`src/rtl/sm_color_pkg.sv`:
```
// Shared definitions for the colour event reporter: colour codes, ASCII
// message characters, the queued event entry and the message byte lookup.
package sm_color_pkg;

  localparam logic [1:0] COL_NONE  = 2'b00;
  localparam logic [1:0] COL_RED   = 2'b01;
  localparam logic [1:0] COL_BLUE  = 2'b10;
  localparam logic [1:0] COL_GREEN = 2'b11;

  localparam logic [7:0] ASC_C    = 8'h43;
  localparam logic [7:0] ASC_R    = 8'h52;
  localparam logic [7:0] ASC_G    = 8'h47;
  localparam logic [7:0] ASC_B    = 8'h42;
  localparam logic [7:0] ASC_HASH = 8'h23;
  localparam logic [7:0] ASC_0    = 8'h30;

  typedef struct packed {
    logic [1:0] si;
    logic [1:0] color;
  } evt_t;

  // Byte idx of the 4-byte message "C<colour><si>#" for one event.
  function automatic logic [7:0] msg_byte(evt_t e, logic [1:0] idx);
    logic [7:0] b;
    case (idx)
      2'd0: b = ASC_C;
      2'd1: begin
        case (e.color)
          COL_RED:  b = ASC_R;
          COL_BLUE: b = ASC_B;
          default:  b = ASC_G;  // COL_NONE is never queued
        endcase
      end
      2'd2:    b = ASC_0 + {6'b0, e.si};
      default: b = ASC_HASH;
    endcase
    return b;
  endfunction

endpackage

```
`src/rtl/sm_uart_tx_byte.sv`:
```
// Single-byte UART transmitter: start bit, 8 data bits LSB first, optional
// even parity bit, stop bit. Each bit lasts CLKS_PER_BIT clocks.
// Optional feature macro: SM_COLOR_REPORT_PARITY_EN (8E1 instead of 8N1).
module sm_uart_tx_byte #(
  parameter int CLKS_PER_BIT = 5208
) (
  input  logic       clk,
  input  logic       rst,
  input  logic       start,
  input  logic [7:0] data,
  output logic       tx,
  output logic       busy,
  output logic       done
);

  localparam int CW = (CLKS_PER_BIT > 1) ? $clog2(CLKS_PER_BIT) : 1;
  localparam logic [CW-1:0] LAST = CW'(CLKS_PER_BIT - 1);

  typedef enum logic [2:0] {S_IDLE, S_START, S_DATA, S_PAR, S_STOP} st_t;

  st_t           st, st_nx;
  logic [CW-1:0] cnt;
  logic [2:0]    bit_idx;
  logic [7:0]    shreg;
  logic          tick;
`ifdef SM_COLOR_REPORT_PARITY_EN
  logic          par;
`endif

  assign tick = (cnt == LAST);
  assign busy = (st != S_IDLE);
  assign done = (st == S_STOP) && tick;

  // Bit sequencing: leave each non-idle state after one full bit period.
  always_comb begin
    st_nx = st;
    case (st)
      S_IDLE:  if (start) st_nx = S_START;
      S_START: if (tick) st_nx = S_DATA;
`ifdef SM_COLOR_REPORT_PARITY_EN
      S_DATA:  if (tick && bit_idx == 3'd7) st_nx = S_PAR;
      S_PAR:   if (tick) st_nx = S_STOP;
`else
      S_DATA:  if (tick && bit_idx == 3'd7) st_nx = S_STOP;
`endif
      S_STOP:  if (tick) st_nx = S_IDLE;
      default: st_nx = S_IDLE;
    endcase
  end

  // Line level decoded from state; reset forces idle-high at once.
  always_comb begin
    tx = 1'b1;
    case (st)
      S_START: tx = 1'b0;
      S_DATA:  tx = shreg[0];
`ifdef SM_COLOR_REPORT_PARITY_EN
      S_PAR:   tx = par;
`endif
      default: tx = 1'b1;
    endcase
  end

  // Bit timer, data shifter and byte latch.
  always_ff @(posedge clk or posedge rst) begin
    if (rst) begin
      st      <= S_IDLE;
      cnt     <= '0;
      bit_idx <= '0;
      shreg   <= '0;
`ifdef SM_COLOR_REPORT_PARITY_EN
      par     <= 1'b0;
`endif
    end else begin
      st <= st_nx;
      if (st == S_IDLE) begin
        cnt     <= '0;
        bit_idx <= '0;
        if (start) begin
          shreg <= data;
`ifdef SM_COLOR_REPORT_PARITY_EN
          par   <= ^data;
`endif
        end
      end else begin
        cnt <= tick ? '0 : cnt + 1'b1;
        if (st == S_DATA && tick) begin
          bit_idx <= bit_idx + 3'd1;
          shreg   <= {1'b0, shreg[7:1]};
        end
      end
    end
  end

endmodule

```
`src/rtl/sm_color_event_reporter.sv`:
```
// Colour event reporter: debounces the detector colour code, drives the RGB
// LEDs, queues {si, colour} events on each new non-black detection at an SI
// node and sends each as "C<R|B|G><1..3>#" over UART.
// Optional feature macro: SM_COLOR_REPORT_PARITY_EN (even parity, 8E1).
module sm_color_event_reporter
  import sm_color_pkg::*;
#(
  parameter int CLKS_PER_BIT  = 5208,
  parameter int STABLE_CYCLES = 1024,
  parameter int FIFO_DEPTH    = 4
) (
  input  logic                          clk,
  input  logic                          rst,
  input  logic [1:0]                    color,
  input  logic [1:0]                    si,
  output logic                          tx,
  output logic                          led_r,
  output logic                          led_g,
  output logic                          led_b,
  output logic                          event_drop,
  output logic [$clog2(FIFO_DEPTH):0]   fifo_level
);

  localparam int SW = $clog2(STABLE_CYCLES + 1);
  localparam logic [SW-1:0] STABLE = SW'(STABLE_CYCLES);
  localparam int AW = $clog2(FIFO_DEPTH);
  localparam logic [AW:0] DEPTH = (AW+1)'(FIFO_DEPTH);

  typedef enum logic [1:0] {R_IDLE, R_SEND, R_NEXT} rep_st_t;

  // ---------------- stability filter ----------------
  logic [1:0]    samp, acc;
  logic [SW-1:0] stab_cnt, stab_nx;
  logic          accept, push;

  // Run length of the incoming code (saturating) and the accept/push decision.
  always_comb begin
    if (color == samp)
      stab_nx = (stab_cnt == STABLE) ? stab_cnt : stab_cnt + 1'b1;
    else
      stab_nx = SW'(1);
    accept = (si != 2'b00) && (stab_nx == STABLE) && (color != acc);
    push   = accept && (color != COL_NONE);
  end

  // Sample register, run counter and accepted colour; no SI holds it black.
  always_ff @(posedge clk or posedge rst) begin
    if (rst) begin
      samp     <= COL_NONE;
      acc      <= COL_NONE;
      stab_cnt <= '0;
    end else begin
      samp <= color;
      if (si == 2'b00) begin
        acc      <= COL_NONE;
        stab_cnt <= '0;
      end else begin
        stab_cnt <= stab_nx;
        if (accept) acc <= color;
      end
    end
  end

  assign led_r = (acc == COL_RED);
  assign led_g = (acc == COL_GREEN);
  assign led_b = (acc == COL_BLUE);

  // ---------------- event FIFO ----------------
  evt_t          mem [FIFO_DEPTH];
  logic [AW-1:0] wr_ptr, rd_ptr;
  logic [AW:0]   count;
  logic          full, empty, pop, push_ok, drop_q;

  assign full    = (count == DEPTH);
  assign empty   = (count == '0);
  // A pop in the same cycle frees a slot, so a full FIFO still takes the push.
  assign push_ok = push && (!full || pop);

  // Storage needs no reset; only pointers and count define validity.
  always_ff @(posedge clk) begin
    if (push_ok) mem[wr_ptr] <= '{si: si, color: color};
  end

  // Pointers, occupancy and the drop pulse.
  always_ff @(posedge clk or posedge rst) begin
    if (rst) begin
      wr_ptr <= '0;
      rd_ptr <= '0;
      count  <= '0;
      drop_q <= 1'b0;
    end else begin
      drop_q <= push && full && !pop;
      if (push_ok) wr_ptr <= wr_ptr + 1'b1;
      if (pop)     rd_ptr <= rd_ptr + 1'b1;
      case ({push_ok, pop})
        2'b10:   count <= count + 1'b1;
        2'b01:   count <= count - 1'b1;
        default: count <= count;
      endcase
    end
  end

  assign fifo_level = count;
  assign event_drop = drop_q;

  // ---------------- message sequencer ----------------
  rep_st_t    r_st, r_nx;
  evt_t       cur;
  logic [1:0] byte_idx;
  logic       tx_start, tx_busy, tx_done;
  logic [7:0] tx_data;

  // Pop and start byte 0 together ('C' does not depend on the entry);
  // later bytes are started from the NEXT cycle using the latched entry.
  always_comb begin
    r_nx     = r_st;
    pop      = 1'b0;
    tx_start = 1'b0;
    tx_data  = ASC_C;
    case (r_st)
      R_IDLE: if (!empty && !tx_busy) begin
        pop      = 1'b1;
        tx_start = 1'b1;
        r_nx     = R_SEND;
      end
      R_SEND: if (tx_done) r_nx = R_NEXT;
      R_NEXT: if (byte_idx != 2'd3) begin
        tx_start = 1'b1;
        tx_data  = msg_byte(cur, byte_idx + 2'd1);
        r_nx     = R_SEND;
      end else begin
        r_nx = R_IDLE;
      end
      default: r_nx = R_IDLE;
    endcase
  end

  // Sequencer state, latched entry and byte index.
  always_ff @(posedge clk or posedge rst) begin
    if (rst) begin
      r_st     <= R_IDLE;
      cur      <= '0;
      byte_idx <= '0;
    end else begin
      r_st <= r_nx;
      if (pop) begin
        cur      <= mem[rd_ptr];
        byte_idx <= '0;
      end else if (r_st == R_NEXT && byte_idx != 2'd3) begin
        byte_idx <= byte_idx + 2'd1;
      end
    end
  end

  sm_uart_tx_byte #(.CLKS_PER_BIT(CLKS_PER_BIT)) u_tx (
    .clk   (clk),
    .rst   (rst),
    .start (tx_start),
    .data  (tx_data),
    .tx    (tx),
    .busy  (tx_busy),
    .done  (tx_done)
  );

endmodule

```
`config.mk`:
```
export PLATFORM = sky130hd
export DESIGN_NAME = sm_color_event_reporter
export DESIGN_NICKNAME = d
export VERILOG_FILES = /design/src/rtl/sm_color_pkg.sv /design/src/rtl/sm_uart_tx_byte.sv /design/src/rtl/sm_color_event_reporter.sv
export SDC_FILE = /design/constraint.sdc
export NUM_CORES = 1
export LEC_CHECK = 0
export CORE_MARGIN = 5
export CORE_UTILIZATION = 57
export CTS_BUF_LIST = sky130_fd_sc_hd__clkbuf_2
export CTS_CLUSTER_DIAMETER = 200
export DETAILED_ROUTE_END_ITERATION = 10
export MAX_ROUTING_LAYER = met4
export PLACE_DENSITY = 0.8
export SYNTH_ARGS = -nofsm -noshare
export SYNTH_HDL_FRONTEND = slang
export SYNTH_HIERARCHICAL = 1
export SYNTH_SLANG_ARGS = --single-unit
```
`constraint.sdc`:
```
create_clock -name clk -period 2.9 [get_ports clk]
set_clock_uncertainty 0.1 [all_clocks]
set_input_delay 0.58 -clock clk [delete_from_list [all_inputs] [get_ports clk]]
set_output_delay 0.58 -clock clk [all_outputs]
set_load 0.1 [all_outputs]
```
Word level (Yosys, flattened, before mapping)
Memory sizes are Yosys's and may differ from the RTL's. A register that Yosys moved wholly into a read port is not among the register bits.
Index checks and enable logic that the tools add are counted.
- equal/unequal tests: 28
- multiplexer cells: 35
- reduce and logical (&&, ||, !) cells: 31
- add/subtract/negate cells: 9
- operators with widths (operator ; number):
    2-to-1 mux 11 bit ; 3
    2-to-1 mux 13 bit ; 2
    2-to-1 mux 8 bit ; 3
    equality test 11 bit (second input constant) ; 2
    case mux 7 bit (3 select lines) ; 1
    2-to-1 mux 3 bit ; 6
    2-to-1 mux 7 bit ; 2
    adder 13 x 1 -> 13 bit (second input constant) ; 1
    equality test 13 bit (second input constant) ; 1
    equality test 2 bit (second input constant) ; 6
    2-to-1 mux 2 bit ; 6
    case mux 3 bit (4 select lines) ; 1
    nonzero test 2 bit ; 6
    adder 11 x 1 -> 11 bit (second input constant) ; 1
    logical AND 1 bit ; 11
    equality test 2 x 1 -> 1 bit (second input constant) ; 5
    case mux 5 bit (2 select lines) ; 1
    equality test 3 bit (second input constant) ; 3
    inequality test 2 bit (second input constant) ; 4
    adder 6 x 2 -> 7 bit (first input constant) ; 1
    adder 2 x 1 -> 2 bit (second input constant) ; 3
    adder 3 x 1 -> 3 bit (second input constant) ; 2
    logical NOT 2 bit ; 3
    logical NOT 3 bit ; 2
    15 further kinds ; 27
- memories kept: 1
- logic and storage cells: 117
- flip-flop bits (word level): 54
- bits in writable memories: 16
- input port bits: 6
- memories (memory ; words ; width ; rd ports ; clocked after Yosys merged registers in ; wr ports ; RTL line ; source):
    mem ; 4 ; 4 ; 1 ; 1 ; 1 ; sm_color_event_reporter.sv:69 ; evt_t mem [FIFO_DEPTH];

Logic depth before layout (Yosys ltp)
Gate-level depths: netlist (run 1).
- word-level depth: 10
- depth in mapped cells: 13

Hierarchy
Netlist (run 1), hierarchy kept.
- by module, submodules not included (module ; sequential area each (um2) ; area an instance (um2) ; times used ; cells each):
    sm_color_event_reporter ; 1256.2 ; 2558.7 ; 1 ; 221
    sm_uart_tx_byte ; 675.6 ; 1371.3 ; 1 ; 139

Least setup slack after synthesis (run 1)
OpenSTA, ideal clock, no wires.
- path type: register to register
- start: reg stab_cnt[0]
- end: reg count[2], in the netlist fifo_level[2]
- setup time: 160 ps
- period minus slack after synthesis: 3043 ps
- path slack: -143 ps
- arrival: 2783 ps
- data required time: 2640 ps
- stages on the path, launching flop included: 14
- path through: dfrtp_1 -> ha_1 -> clkbuf_1 -> nand2_1 -> nor2_1 -> a311oi_4 -> nor4b_4 -> nand4_1 -> and2_1 -> fa_1 -> nand2b_1 -> a41oi_1 -> a31oi_1 -> xnor2_1
- longest elaborated chain between the ends: 10
- elaborated cells between the ends (all ways): 13
- those cells by class: add/sub: 1; eq/ne: 4; mux: 3; reduce/logical: 5
- ends and longest elaborated chain (item ; RTL line ; source):
    from (decl) ; sm_color_event_reporter.sv:33 ; logic [SW-1:0] stab_cnt, stab_nx;
    from (signal assigned) ; sm_color_event_reporter.sv:58 ; stab_cnt <= stab_nx;
    adder 11 x 1 -> 11 bit or equality test 11 bit (tied branches) ; sm_color_event_reporter.sv:39 ; stab_nx = (stab_cnt == STABLE) ? stab_cnt : stab_cnt + 1'b1;
    2-to-1 mux 11 bit (*) ; sm_color_event_reporter.sv:39 ;
    2-to-1 mux 11 bit (*) ; sm_color_event_reporter.sv:38 ; if (color == samp)
    equality test 11 bit (*) ; sm_color_event_reporter.sv:42 ; accept = (si != 2'b00) && (stab_nx == STABLE) && (color != acc);
    logical AND 1 bit (*) (2 in series) ; sm_color_event_reporter.sv:42 ;
    logical AND 1 bit (*) ; sm_color_event_reporter.sv:43 ; push = accept && (color != COL_NONE);
    logical AND 1 bit (*) ; sm_color_event_reporter.sv:77 ; assign push_ok = push && (!full || pop);
    equality test 2 x 1 -> 1 bit or equality test 2 bit (tied branches) ; sm_color_event_reporter.sv:95 ; case ({push_ok, pop})
    case mux 3 bit (2 select lines) or nonzero test 2 bit (tied branches) ; -- ;
    to (signal assigned) ; sm_color_event_reporter.sv:96 ; 2'b10: count <= count + 1'b1;
    to (signal assigned) ; sm_color_event_reporter.sv:97 ; 2'b01: count <= count - 1'b1;
    to (signal assigned) ; sm_color_event_reporter.sv:98 ; default: count <= count;
    to (decl) ; sm_color_event_reporter.sv:71 ; logic [AW:0] count;
Mark *: on every way between the ends. The rest lies on a longest branch, timed or not.
A chain may end at the register's enable or synchronous reset.

Worst setup path in the final report (run 1)
- start: reg stab_cnt[2]
- end: reg count[2], in the netlist fifo_level[2]
The elaborated chain is that of the path after synthesis.

==> results.yml, run 1 <==
synthesis:
  synth_cell_types: 63
  ys_ff_latch: 74
  async_reset_ff_frac: 0.784
  synth_edf_count: 16
  synth_common_cells: "58 x dfrtp_1, 44 x nand2_1, 44 x nor2_1, 24 x xnor2_1, 16 x edfxtp_1"
  yosysSeqAreaShare: 0.492
  post_synth_instance_area_mm2: 0.00393
  yosys_warnings: 6
  avgSynthCellArea_um2: 10.9
  synth_ff_type: "dfrtp_1"
  syn_inst: 360
  synth_area_leaders: "dfrtp_1 37%, edfxtp_1 12%, xnor2_1 5.3%, ha_1 4.5%, nand2_1 4.2%"
  synth_top_area_frac: 0.369
  yosys.area.top_type: "dfrtp_1"
  synth_most_common_cell: "dfrtp_1"
drt:
  post_drt_wl_per_cell_um: 15.9
  drt_iter0_drc: 108
  firstDrtPassIters: 4
  antenna_left: 0
  drc: 0
  vias: 2818
  routed_wl_um: 7860
  via_per_inst: 5.70
cts:
  cts_buffers: 9
  cts_sinks: 74
  clk_pin_slew_ps: 240
  h-tree-depth: 3
  cts-root-buf: "clkbuf_2"
  clockBufferDepth: 2
  holdBufCountCts: 0
  insertion_delay_ps: 510
  cts_tree: "yes"
worst_setup_path:
  path_buf_inv: 1
  worstSetupStartpointType: "register"
  cp_top_family: "simple AND/OR/NAND/NOR gates"
  slowest_stage: "dfrtp_2"
  worstSetupEndpointType: "register"
  cp.depth: 12
  setup.worst_path.class: "reg -> reg"
  r2r_start: "stab_cnt[2]"
  crit_end: "fifo_level[2]"
  worstPathArrival_ps: 3230
  timing.rr.end: "fifo_level[2]"
  cp.required_ps: 3210
  slowest_delay_ps: 480
  worstPathMaxFanout: 5
  crit_chain: "buf_4 > nand3_2 > o31a_1 > o211ai_2 > nor4b_4 > nand4_1 > and2_4 > fa_2 > nand2b_4 > a41oi_2 > a31oi_1 > xnor2_1"
  startpoint: "stab_cnt[2]"
  worst-r2r-setup-slack_ps: -20
  rr_worst_depth: 12
pwr:
  p_leak_nw: 1.98
  ir_drop_mv: 0.306
  pwr_density_cell_mw_per_mm2: 416
  p_total_mw: 1.90
global_routing:
  grt_util_met2: 0.331
  grt_pass1_vias: 2742
  grt_pass1_wl_um: 13000
  antenna_found_initial: 0
  grt_util_met3: 0.0426
  grt-ovfl-total: 0
  grt_util_all_layers: 0.199
  gr-max-usage-layer: "met2"
  grt_max_degree: 32
  grtUsageMet1: 0.242
timing:
  finalSetupViolCount: 1
  post-route-period-util: 1.01
  fmax_ghz: 0.343
  hold_viol: 0
  hold_slack_ps: 302
  worst_slew_pin_slew_ps: 766
  max_slew_margin: 0.485
  tns_ps: -16.4
  fin_crit_ps: 2920
  final-max-slew-violation-count: 0
  rsz0062_at_grt: "true"
  setup_ws_ps: -16.4
run:
  cap_viol_max_count: 0
run_status:
  outcome: "complete, but fails checks"
  violations: "negative setup slack"
cells_and_area:
  layoutNonFillerInstCount: 494
  area_growth_pct: 16.2
  utilization: 0.676
  nFillCells: 508
  drive_gt1_frac: 0.254
  nNetsFinal: 430
  antenna_cells: 0
  final_area_mm2: 0.00457
placed_design:
  portBuffers: 13
  gp_congestion: 0.894
  hpwl_um: 5500
  dp_slack_ps: -472
  post_dp_cell_area_mm2: 0.00430
  place_inst: 469
floorplan:
  io_pins: 14
  die_x_um: 93.0
  core_mm2: 0.00676
  die_h_um: 93.0
  rows: 30
  die_area_mm2: 0.00866
  start_util: 0.582
min_path:
  holdCritPathClass: "in -> async"
-- sequential cells by signal, indices dropped and copies added (netlist names) --
| name | count |
|---|---|
| event_drop | 1 |
| cur | 4 |
| r_st | 2 |
| wr_ptr | 2 |
| u_tx/st | 3 |
| u_tx/cnt | 13 |
| mem | 16 |
| rd_ptr | 2 |
| acc | 2 |
| u_tx/shreg | 8 |
| samp | 2 |
| stab_cnt | 11 |
| u_tx/bit_idx | 3 |
| byte_idx | 2 |
| fifo_level | 3 |
-- what timing repair did --
action,in CTS,in global routing
gates resized for setup,11,1
pin swaps,6,4
setup endpoints to repair,1,6
setup buffers,6,3
-- how the worst min path moves through the flow --
stage	to	startpoint	depth (start not counted)
floorplan	u_tx/cnt[0]	u_tx/cnt[0]	1
global placement	u_tx/bit_idx[0]	u_tx/bit_idx[0]	1
detailed placement	u_tx/bit_idx[0]	u_tx/bit_idx[0]	1
CTS	u_tx/cnt[6]	rst	3
global route	u_tx/cnt[0]	rst	3
finish	u_tx/cnt[2]	rst	3
-- tightest hold or removal path: cells and delay by family --
family	cells	cell delay, ps
buffers and inverters	3	780
-- layer usage --
layer / vias up / wire length [um]
met5: - / 0
met4: 0 / 133
met3: 12 / 255
met2: 63 / 4030
met1: 1393 / 3440
li1: 1350 / -
-- area by class of cell --
cell class / count / area, um^2 / share of cell area
clock buffers: 9 / 45.0 / 0.00987
clock inverters: 7 / 100 / 0.0219
inverters: 14 / 52.6 / 0.0115
multi-input cells: 260 / 1940 / 0.426
flip-flops and latches: 74 / 1940 / 0.424
well taps: 80 / 100 / 0.0219
repair buffers: 50 / 388 / 0.0850
-- layout by cell type (no fill, tap or decap), types with 3 or more instances in the layout --
cell type	netlist	routed
nor3_1	11	9
xor2_1	9	9
nand2_1	44	44
nor2b_1	5	4
dfrtp_2	0	3
clkbuf_2	0	9
mux2_2	10	10
o21ai_0	6	6
mux2i_1	3	3
buf_4	1	45
xnor2_1	24	24
nor2_1	44	43
inv_1	14	14
nand3_1	11	11
dfrtp_1	58	55
nand4_1	3	3
a21oi_1	5	5
nor4_1	5	5
edfxtp_1	16	16
ha_1	14	13
nor3b_1	3	3
mux4_2	4	4
and2_1	7	6
clkdlybuf4s50_1	0	5
-- cells by family (layout without fill, tap and decap cells) --
family          count (synthesis)  in the layout  share of synthesized area
simple gates                  158            158                      0.216
flops                          74             74                      0.492
xor+xnor                       33             33                     0.0735
compound gates                 32             32                     0.0650
buf+inv                        27             80                     0.0331
mux                            20             20                     0.0704
fa+ha+maj                      15             15                     0.0497
other cells                     1              2                   0.000954
-- report_power, final --
| part | switching, mW | leakage, nW | internal, mW |
|---|---|---|---|
| combinational | 0.0724 | 1.02 | 0.0557 |
| sequential | 0.00770 | 0.876 | 1.07 |
| clock | 0.398 | 0.0869 | 0.294 |
Note: power is estimated with default switching activity, not from simulation.
==> inputs of run 2 (changes only) <==
Settings changed: CAP_MARGIN set to 20, CTS_CLUSTER_DIAMETER 200 to 50.
==> results of run 2 <==
The final DEF is identical to that of run 1; final timing and power are the same.
==> inputs of run 3 (changes only) <==
Settings changed: RECOVER_POWER set to 100.
==> results.yml, run 3 (synthesized netlist as in run 1, its figures left out) <==
cts:
  insertion_delay_ps: 510
  clockBufferDepth: 2
  clk_pin_slew_ps: 220
  cts_buffers: 9
  holdBufCountCts: 0
  cts-root-buf: "clkbuf_2"
  cts_sinks: 74
  h-tree-depth: 3
  cts_tree: "yes"
worst_setup_path:
  cp.required_ps: 3210
  worstSetupEndpointType: "register"
  rr_worst_depth: 12
  slowest_stage: "dfrtp_2"
  setup.worst_path.class: "reg -> reg"
  worstPathArrival_ps: 3230
  slowest_delay_ps: 480
  cp_top_family: "simple AND/OR/NAND/NOR gates"
  worstSetupStartpointType: "register"
  worstPathMaxFanout: 5
  crit_chain: "buf_4 > nand3_2 > o31a_1 > o211ai_2 > nor4b_4 > nand4_1 > and2_4 > fa_2 > nand2b_4 > a41oi_2 > a31oi_1 > xnor2_1"
  r2r_start: "stab_cnt[2]"
  timing.rr.end: "fifo_level[2]"
  path_buf_inv: 1
  cp.depth: 12
  worst-r2r-setup-slack_ps: -20
cells_and_area:
  nNetsFinal: 430
  largest_register_ffs: 16
  biggestRegsByFlops: "mem: 16 flops, u_tx/cnt: 13 flops, stab_cnt: 11 flops"
  regMostFlops: "mem"
  drive_gt1_frac: 0.239
  final_common_cell: "dfrtp_1"
  layout.cells.most_common_list: "55 x dfrtp_1, 44 x nand2_1, 43 x nor2_1"
  antenna_cells: 0
  area_growth_pct: 15.6
min_path:
  hold_end: "u_tx/bit_idx[0]"
  whs_path_depth: 1
  hold_start: "u_tx/bit_idx[0]"
  holdCritPathClass: "reg -> reg"
pwr:
  clkPwrFrac: 0.365
  pwr_density_cell_mw_per_mm2: 417
  swShare: 0.253
  switchingPower_mw: 0.479
  internal-power_mw: 1.42
  p_leak_nw: 1.96
  pwr-share-comb: 0.065
  ir_drop_mv: 0.307
  pwr-share-seq: 0.569
floorplan:
  die_area_mm2: 0.00866
  core_mm2: 0.00676
  start_util: 0.582
  io_pins: 14
  die_h_um: 93.0
  die_x_um: 93.0
  rows: 30
drt:
  post_drt_wl_per_cell_um: 15.9
  via_per_inst: 5.73
  firstDrtPassIters: 4
  drc: 0
  drt_iter0_drc: 108
  antenna_left: 0
  vias: 2831
  routed_wl_um: 7850
global_routing:
  grt_pass1_vias: 2742
  grt_max_degree: 32
  grt_pass1_wl_um: 13000
  grt-ovfl-total: 0
  antenna_found_initial: 0
  grt_util_all_layers: 0.199
run_status:
  violations: "max-capacitance violations, max-slew violations, negative setup slack"
  outcome: "complete, but fails checks"
timing:
  final-max-slew-violation-count: 32
  fin_crit_ps: 2920
  setup_ws_ps: -22.2
  max_slew_margin: -0.129
  rsz0062_at_grt: "true"
  post-route-period-util: 1.01
  worst_slew_pin_slew_ps: 1690
  hold_viol: 0
  hold_slack_ps: 399
  finalSetupViolCount: 1
  tns_ps: -22.2
  fmax_ghz: 0.342
placed_design:
  portBuffers: 13
  hpwl_um: 5500
  gp_congestion: 0.894
run:
  cap_viol_max_count: 1
[run 3: layout make-up]
| class | count | area (um^2) |
|---|---|---|
| Inverter | 14 | 52.6 |
| Clock buffer | 9 | 45.0 |
| Tap cell | 80 | 100 |
| Clock inverter | 7 | 100 |
| Timing Repair Buffer | 50 | 365 |
| Multi-Input combinational cell | 260 | 1940 |
| Fill cell | 510 | 2210 |
| Sequential cell | 74 | 1940 |
[run 3: worst max path at each step]
stage | from | endpoint | slack [ps]
3_5_place_dp | color[0] | fifo_level[2] | -470
6_report | stab_cnt[2] | fifo_level[2] | -20
2_1_floorplan | stab_cnt[0] | fifo_level[2] | 1
4_1_cts | stab_cnt[9] | fifo_level[2] | -8
5_1_grt | stab_cnt[2] | fifo_level[2] | -230
3_3_place_gp | color[0] | fifo_level[2] | -300
[run 3: power groups by stage]
stage          sequential, mW  combinational [mW]  clock [mW]
2_1_floorplan            1.10              0.0723           0
3_3_place_gp             1.10               0.113           0
3_5_place_dp             1.10               0.116           0
4_1_cts                  1.08               0.126       0.706
5_1_grt                  1.08               0.136       0.758
6_report                 1.08               0.124       0.692
[run 3: per-stage QoR]
stage	utilization	area (um^2)	cells	total power, mW	setup slack, ps
after floorplan	-	3980	361	1.17	1.49
after global placement	0.636	4300	469	1.21	-299
after detailed placement	0.636	4300	469	1.21	-472
after CTS	0.672	4540	491	1.91	-8.01
after global routing	0.672	4540	494	1.97	-229
final	0.672	4540	494	1.89	-22.2
[run 3: per-layer routing]
metal,vias to the layer above,routed length (um),share of wire,global-route usage
met1,1386,3400,0.43,0.242
met2,79,4010,0.51,0.331
li1,1354,-,-,-
met5,-,0,0,-
met4,0,133,0.017,0.0708
met3,12,309,0.039,0.0426
[run 3: repair_timing]
item / in CTS / in global routing
gates cloned: 0 / 0
pin swaps: 6 / 4
resized for setup: 11 / 1
setup endpoints to repair: 1 / 6
buffers inserted: 6 / 3
hold endpoints to repair: 0 / 0
